$ cat src/rtl/systolic_array_ctrl_pkg.sv
// Shared types and constants for the systolic array sequencer.
package systolic_pkg;

  typedef enum logic [2:0] {
    IDLE,
    LOAD_W,
    COMPUTE,
    DRAIN,
    DONE
  } state_t;

  localparam int unsigned ARRAY_N_DEF  = 16;
  localparam int unsigned PIPE_LAT_DEF = 16;

  // Cycles needed after the last activation read to flush every valid line.
  function automatic int unsigned drain_cycles(input int unsigned n, input int unsigned lat);
    return n + lat;
  endfunction

endpackage

$ cat src/rtl/systolic_array_ctrl_valid_skew_line.sv
// Single-bit shift register of DEPTH stages; used for per-lane skew and array latency.
module valid_skew_line #(
  parameter int unsigned DEPTH = 1
) (
  input  logic clk,
  input  logic rstn,
  input  logic sclr,
  input  logic d,
  output logic q
);

  logic [DEPTH-1:0] sr;

  always_ff @(posedge clk or negedge rstn) begin
    if (!rstn) begin
      sr <= '0;
    end else if (sclr) begin
      sr <= '0;
    end else begin
      sr <= (sr << 1) | DEPTH'(d);
    end
  end

  assign q = sr[DEPTH-1];

endmodule

$ cat src/rtl/systolic_array_ctrl.sv
// Weight-stationary systolic array sequencer: weight load, activation streaming, valid skew.
// Optional busy-cycle counter enabled by SYSTOLIC_CTRL_PERF_EN.
module systolic_array_ctrl
  import systolic_pkg::*;
#(
  parameter int unsigned ARRAY_N  = ARRAY_N_DEF,
  parameter int unsigned CNT_BW   = 8,
  parameter int unsigned PIPE_LAT = PIPE_LAT_DEF,
  parameter int unsigned ROW_BW   = 4
) (
  input  logic               clk,
  input  logic               rstn,
  input  logic               start,
  input  logic               reuse_w,
  input  logic [CNT_BW-1:0]  num_vec,
  input  logic               abort,
  output logic               busy,
  output logic               done,
  output logic               w_rd_en,
  output logic [ROW_BW-1:0]  w_rd_addr,
  output logic [ARRAY_N-1:0] we_rl,
  output logic               x_rd_en,
  output logic [CNT_BW-1:0]  x_rd_addr,
  output logic [ARRAY_N-1:0] in_valid,
  output logic [ARRAY_N-1:0] out_valid
`ifdef SYSTOLIC_CTRL_PERF_EN
  ,
  output logic [31:0]        perf_cycles
`endif
);

  localparam int unsigned DRAIN_CYCLES = drain_cycles(ARRAY_N, PIPE_LAT);
  localparam int unsigned DRN_BW       = $clog2(DRAIN_CYCLES);
  localparam int unsigned CW0          = (CNT_BW > ROW_BW + 1) ? CNT_BW : ROW_BW + 1;
  localparam int unsigned CW           = (CW0 > DRN_BW) ? CW0 : DRN_BW;

  state_t            state_q, state_d;
  logic [CW-1:0]     cnt_q, cnt_d;
  logic [CNT_BW-1:0] nv_q, nv_d;
  logic              w_en_d, x_en_d;

  // Next state; cnt counts cycles spent in the current state.
  always_comb begin
    state_d = state_q;
    cnt_d   = cnt_q + CW'(1);
    nv_d    = nv_q;
    case (state_q)
      IDLE: begin
        cnt_d = '0;
        if (start) begin
          nv_d = num_vec;
          if (num_vec == '0)  state_d = DONE;
          else if (reuse_w)   state_d = COMPUTE;
          else                state_d = LOAD_W;
        end
      end
      LOAD_W: begin
        if (cnt_q == CW'(ARRAY_N)) begin
          state_d = COMPUTE;
          cnt_d   = '0;
        end
      end
      COMPUTE: begin
        if (cnt_q == CW'(nv_q) - CW'(1)) begin
          state_d = DRAIN;
          cnt_d   = '0;
        end
      end
      DRAIN: begin
        if (cnt_q == CW'(DRAIN_CYCLES - 1)) begin
          state_d = DONE;
          cnt_d   = '0;
        end
      end
      DONE: begin
        state_d = IDLE;
        cnt_d   = '0;
      end
      default: begin
        state_d = IDLE;
        cnt_d   = '0;
      end
    endcase
    if (abort) begin
      state_d = IDLE;
      cnt_d   = '0;
      nv_d    = nv_q;
    end
    w_en_d = (state_d == LOAD_W) && (cnt_d < CW'(ARRAY_N));
    x_en_d = (state_d == COMPUTE);
  end

  // Outputs are registered from the next-state view so they line up with the state.
  always_ff @(posedge clk or negedge rstn) begin
    if (!rstn) begin
      state_q   <= IDLE;
      cnt_q     <= '0;
      nv_q      <= '0;
      busy      <= 1'b0;
      done      <= 1'b0;
      w_rd_en   <= 1'b0;
      w_rd_addr <= '0;
      we_rl     <= '0;
      x_rd_en   <= 1'b0;
      x_rd_addr <= '0;
    end else begin
      state_q   <= state_d;
      cnt_q     <= cnt_d;
      nv_q      <= nv_d;
      busy      <= (state_d != IDLE);
      done      <= (state_d == DONE);
      w_rd_en   <= w_en_d;
      w_rd_addr <= w_en_d ? cnt_d[ROW_BW-1:0] : '0;
      we_rl     <= (w_rd_en && !abort) ? (ARRAY_N'(1) << w_rd_addr) : '0;
      x_rd_en   <= x_en_d;
      x_rd_addr <= x_en_d ? cnt_d[CNT_BW-1:0] : '0;
    end
  end

  for (genvar i = 0; i < ARRAY_N; i++) begin : g_lane
    valid_skew_line #(.DEPTH(i + 1)) u_in_skew (
      .clk  (clk),
      .rstn (rstn),
      .sclr (abort),
      .d    (x_rd_en),
      .q    (in_valid[i])
    );
    valid_skew_line #(.DEPTH(PIPE_LAT)) u_out_lat (
      .clk  (clk),
      .rstn (rstn),
      .sclr (abort),
      .d    (in_valid[i]),
      .q    (out_valid[i])
    );
  end

`ifdef SYSTOLIC_CTRL_PERF_EN
  logic [31:0] perf_cnt, perf_nxt;

  always_comb begin
    perf_nxt = (state_d == IDLE) ? 32'd0 : perf_cnt + 32'd1;
  end

  // Running busy count; snapshot taken as the DONE cycle begins.
  always_ff @(posedge clk or negedge rstn) begin
    if (!rstn) begin
      perf_cnt    <= 32'd0;
      perf_cycles <= 32'd0;
    end else begin
      perf_cnt <= perf_nxt;
      if (state_d == DONE) perf_cycles <= perf_nxt;
    end
  end
`endif

endmodule
$ cat config.mk
export PLATFORM = sky130hd
export DESIGN_NAME = systolic_array_ctrl
export DESIGN_NICKNAME = d
export VERILOG_FILES = /design/src/rtl/systolic_array_ctrl_pkg.sv /design/src/rtl/systolic_array_ctrl_valid_skew_line.sv /design/src/rtl/systolic_array_ctrl.sv
export SDC_FILE = /design/constraint.sdc
export NUM_CORES = 1
export LEC_CHECK = 0
export ABC_AREA = 0
export CAP_MARGIN = 20
export CORE_MARGIN = 2
export CORE_UTILIZATION = 55
export DETAILED_ROUTE_END_ITERATION = 7
export PLACE_DENSITY = 0.95
export SLEW_MARGIN = 20
export SYNTH_ARGS = -nofsm -noshare
export SYNTH_HDL_FRONTEND = slang
export SYNTH_SLANG_ARGS = --single-unit
export TNS_END_PERCENT = 30
$ cat constraint.sdc
create_clock -name clk -period 5.6 [get_ports clk]
set_input_delay 1.12 -clock clk [delete_from_list [all_inputs] [get_ports clk]]
set_output_delay 1.12 -clock clk [all_outputs]
set_load 0.01 [all_outputs]
==> results_dict.tcl <==
set metrics [dict create \
    ys_warn_count 0 \
    drtPass1Iterations 5 \
    p_leak_nw 1.94 \
    drt_iter0_drc 141 \
    clk_pin_slew_ns 0.09 \
    wl_um 7170 \
    wl_per_cell_um 15.9 \
    m1WireLength_um 3060 \
    coreArea_sq_um 6390 \
    ys.flop_type "dfrtp_1" \
    cap_viol_max_count 0 \
    std_cell_rows 29 \
    grt-ovfl-total 0 \
    cts_tree "built" \
    cp.arrival_ns 3.31 \
    async_flop_share_pct 100 \
    syn-num-nets 344 \
    viasPerCell 5.46 \
    portBuffers 76 \
    synth-seq-cells 83 \
    status "completed" \
    drive_above_1_share_pct 8.53 \
    final_area_sq_um 4400 \
    die_w_um 85.5 \
    cts_root_buf "clkbuf_8" \
    nNetsFinal 386 \
    final-max-slew-violation-count 0 \
    top_layer_used "met4" \
    grt_pass1_wl_um 11900 \
    worstHoldPathType "flop to flop" \
    fmax_mhz 327 \
    antenna_found_initial 0 \
    finalSetupViolations 0 \
    hold_buffers 0 \
    gp_congestion 0.876 \
    postRouteAntennaNets 0 \
    met2_length_um 3650 \
    clk_latency_ns 0.35 \
    regArea_sq_um 2080 \
    synth_area_per_cell_sq_um 11.1 \
    synth_cells 328 \
    grt.total_usage_pct 21.0 \
    n_antenna_cell 0 \
    rr_startpoint "cnt_q[0]$_DFF_PN0_" \
    cp-end-kind "flop" \
    ys_types 52 \
    cp-start-kind "input pin" \
    area_growth_pct 20.5 \
    powerDensity_nw_per_um2 276 \
    cts_max_level 3 \
    multi_input_area_sq_um 1230 \
    ir_drop_uv 216 \
    syn_area_sq_um 3650 \
    dieArea_sq_um 7310 \
    initial_core_util_pct 57.2 \
    finalSetupTns_ns 0 \
    slew_headroom_pct 51.5 \
    fill_cells 452 \
    grt_pass1_vias 2525 \
    drc 0 \
    place_area_sq_um 4200 \
    cts_buffers 9 \
    post-route-period-util_pct 54.6 \
    startpoint "abort" \
    worst_pin_slew_ns 0.727 \
    hp-start "g_lane[12].u_out_lat.sr[2]$_DFF_PN0_" \
    hold_violations 0 \
    wl_met3_um 375 \
    io_pins 77 \
    ys_seq_area_share_pct 56.9 \
    clock_skew_ns 0.00875 \
    placed_cells 436 \
    path_max_fanout 37 \
    fin_crit_ns 3.06 \
    cts_max_path_buffers 2 \
    setup.worst_path.class "input pin to flop" \
    cts_sinks 83 \
    dieHeight_um 85.5 \
    postCtsSetupBuffers 0 \
    cts_resized 0 \
    place_hpwl_um 5130 \
    grt_max_degree 84 \
    finalNonFillerCells 452 \
    synth_edf_count 0 \
    vias 2468 \
    rsz0062_at_grt "false" \
    power.total_w 0.00121 \
    cp.required_ns 5.85 \
]
[metrics by stage]
step	utilization (%)	worst slack (ns)	hold slack (ns)
finish	68.9	2.54	0.500
global route	68.9	2.40	0.536
CTS	68.8	2.56	0.504
detailed placement	65.8	2.18	0.481
global placement	65.8	2.42	0.474
floorplan	-	2.88	0.466
[placed cells by master, fill, tap and decap left out, types with 5 or more instances in the layout]
cell type,n
dfrtp_1,83
nor3_1,15
clkdlybuf4s50_1,75
xnor2_1,7
nor2_1,36
xor2_1,7
o21ai_0,5
mux2_2,6
clkbuf_8,9
inv_1,8
nand3_1,6
nand2_1,16
nor2b_1,34
[final timing paths]
| kind | to | cells past startpoint | slack (ns) |
|---|---|---|---|
| max reg2reg | x_rd_addr[3]$_DFF_PN0_ | 8 | 3.02 |
| max | x_rd_addr[3]$_DFF_PN0_ | 7 | 2.54 |
| min | g_lane[5].u_out_lat.sr[10]$_DFF_PN0_ | 1 | 0.50 |
| min reg2reg | g_lane[5].u_out_lat.sr[10]$_DFF_PN0_ | 1 | 0.50 |
| max in group asynchronous | we_rl[0]$_DFF_PN0_ | 1 | 4.30 |
| min in group asynchronous | g_lane[6].u_out_lat.sr[7]$_DFF_PN0_ | 1 | 0.78 |
[cell type report]
type | instances | area share (%)
Multi-Input combinational cell | 191 | 28.0
Timing Repair Buffer | 77 | 17.5
Tap cell | 77 | 2.19
Inverter | 8 | 0.683
Clock inverter | 5 | 1.42
Sequential cell | 83 | 47.2
Clock buffer | 11 | 2.99
[worst max-delay path, stage by stage]
cell and delay, ns:
clkdlybuf4s50_1 0.41, buf_4 0.25, or2_1 0.35, nor2_1 0.26, o21ai_0 0.19, or2_1 0.45
nor3_1 0.27
[state kept, by name, summed over array words and instances (netlist names)]
signal	flops
g_lane.u_in_skew.sr	10
busy	1
w_rd_en	1
done	1
nv_q	8
cnt_q	8
x_rd_en	1
state_q	3
we_rl	16
x_rd_addr	8
g_lane.u_out_lat.sr	22
w_rd_addr	4
[power breakdown]
group | switching, W | total (W) | internal, W
Combinational | 0.0000802 | 0.000145 | 0.0000645
Sequential | 0.0000253 | 0.000643 | 0.000618
Clock | 0.000216 | 0.000425 | 0.000209
Total | 0.000322 | 0.00121 | 0.000891
[layer usage]
layer / up-vias / GRT usage [%]
met5: - / 0
met4: 0 / 7.22
met3: 10 / 5.25
met2: 99 / 33.7
met1: 1219 / 28.1
li1: 1140 / -
[logic make-up after synthesis]
kind of cell	after synthesis	share of synthesized area (%)
AND/OR/NAND/NOR	140	21.9
adder cells (fa/ha/maj)	3	1.03
XOR/XNOR	14	3.36
AO/OA/AOI/OAI	27	5.35
flip-flops	83	56.9
buffers and inverters	54	9.39
multiplexers	7	2.12
[Yosys cell counts, types with 2 or more instances]
master / count / area share [%]
ha_1: 3 / 1.0
buf_2: 3 / 0.41
o21ai_0: 5 / 0.69
nor2b_1: 34 / 5.8
mux2_2: 6 / 1.9
or2_1: 3 / 0.51
nand4_1: 2 / 0.34
dfrtp_1: 83 / 57
nor4_1: 2 / 0.34
nand2b_1: 4 / 0.69
nor4b_1: 4 / 0.96
a21oi_1: 4 / 0.55
nor3_1: 15 / 2.1
a211oi_1: 2 / 0.41
nand3_1: 6 / 0.82
nand2_1: 16 / 1.6
inv_1: 8 / 0.82
and3_1: 2 / 0.34
buf_4: 34 / 7.0
nor2_1: 36 / 3.7
a31oi_1: 3 / 0.51
nor3_2: 2 / 0.55
o31a_1: 2 / 0.48
xor2_1: 7 / 1.7
o21a_1: 2 / 0.41
xnor2_1: 7 / 1.7
and2_4: 2 / 0.48
clkbuf_1: 7 / 0.72
No activity file was read; power rests on OpenSTA's default activity.
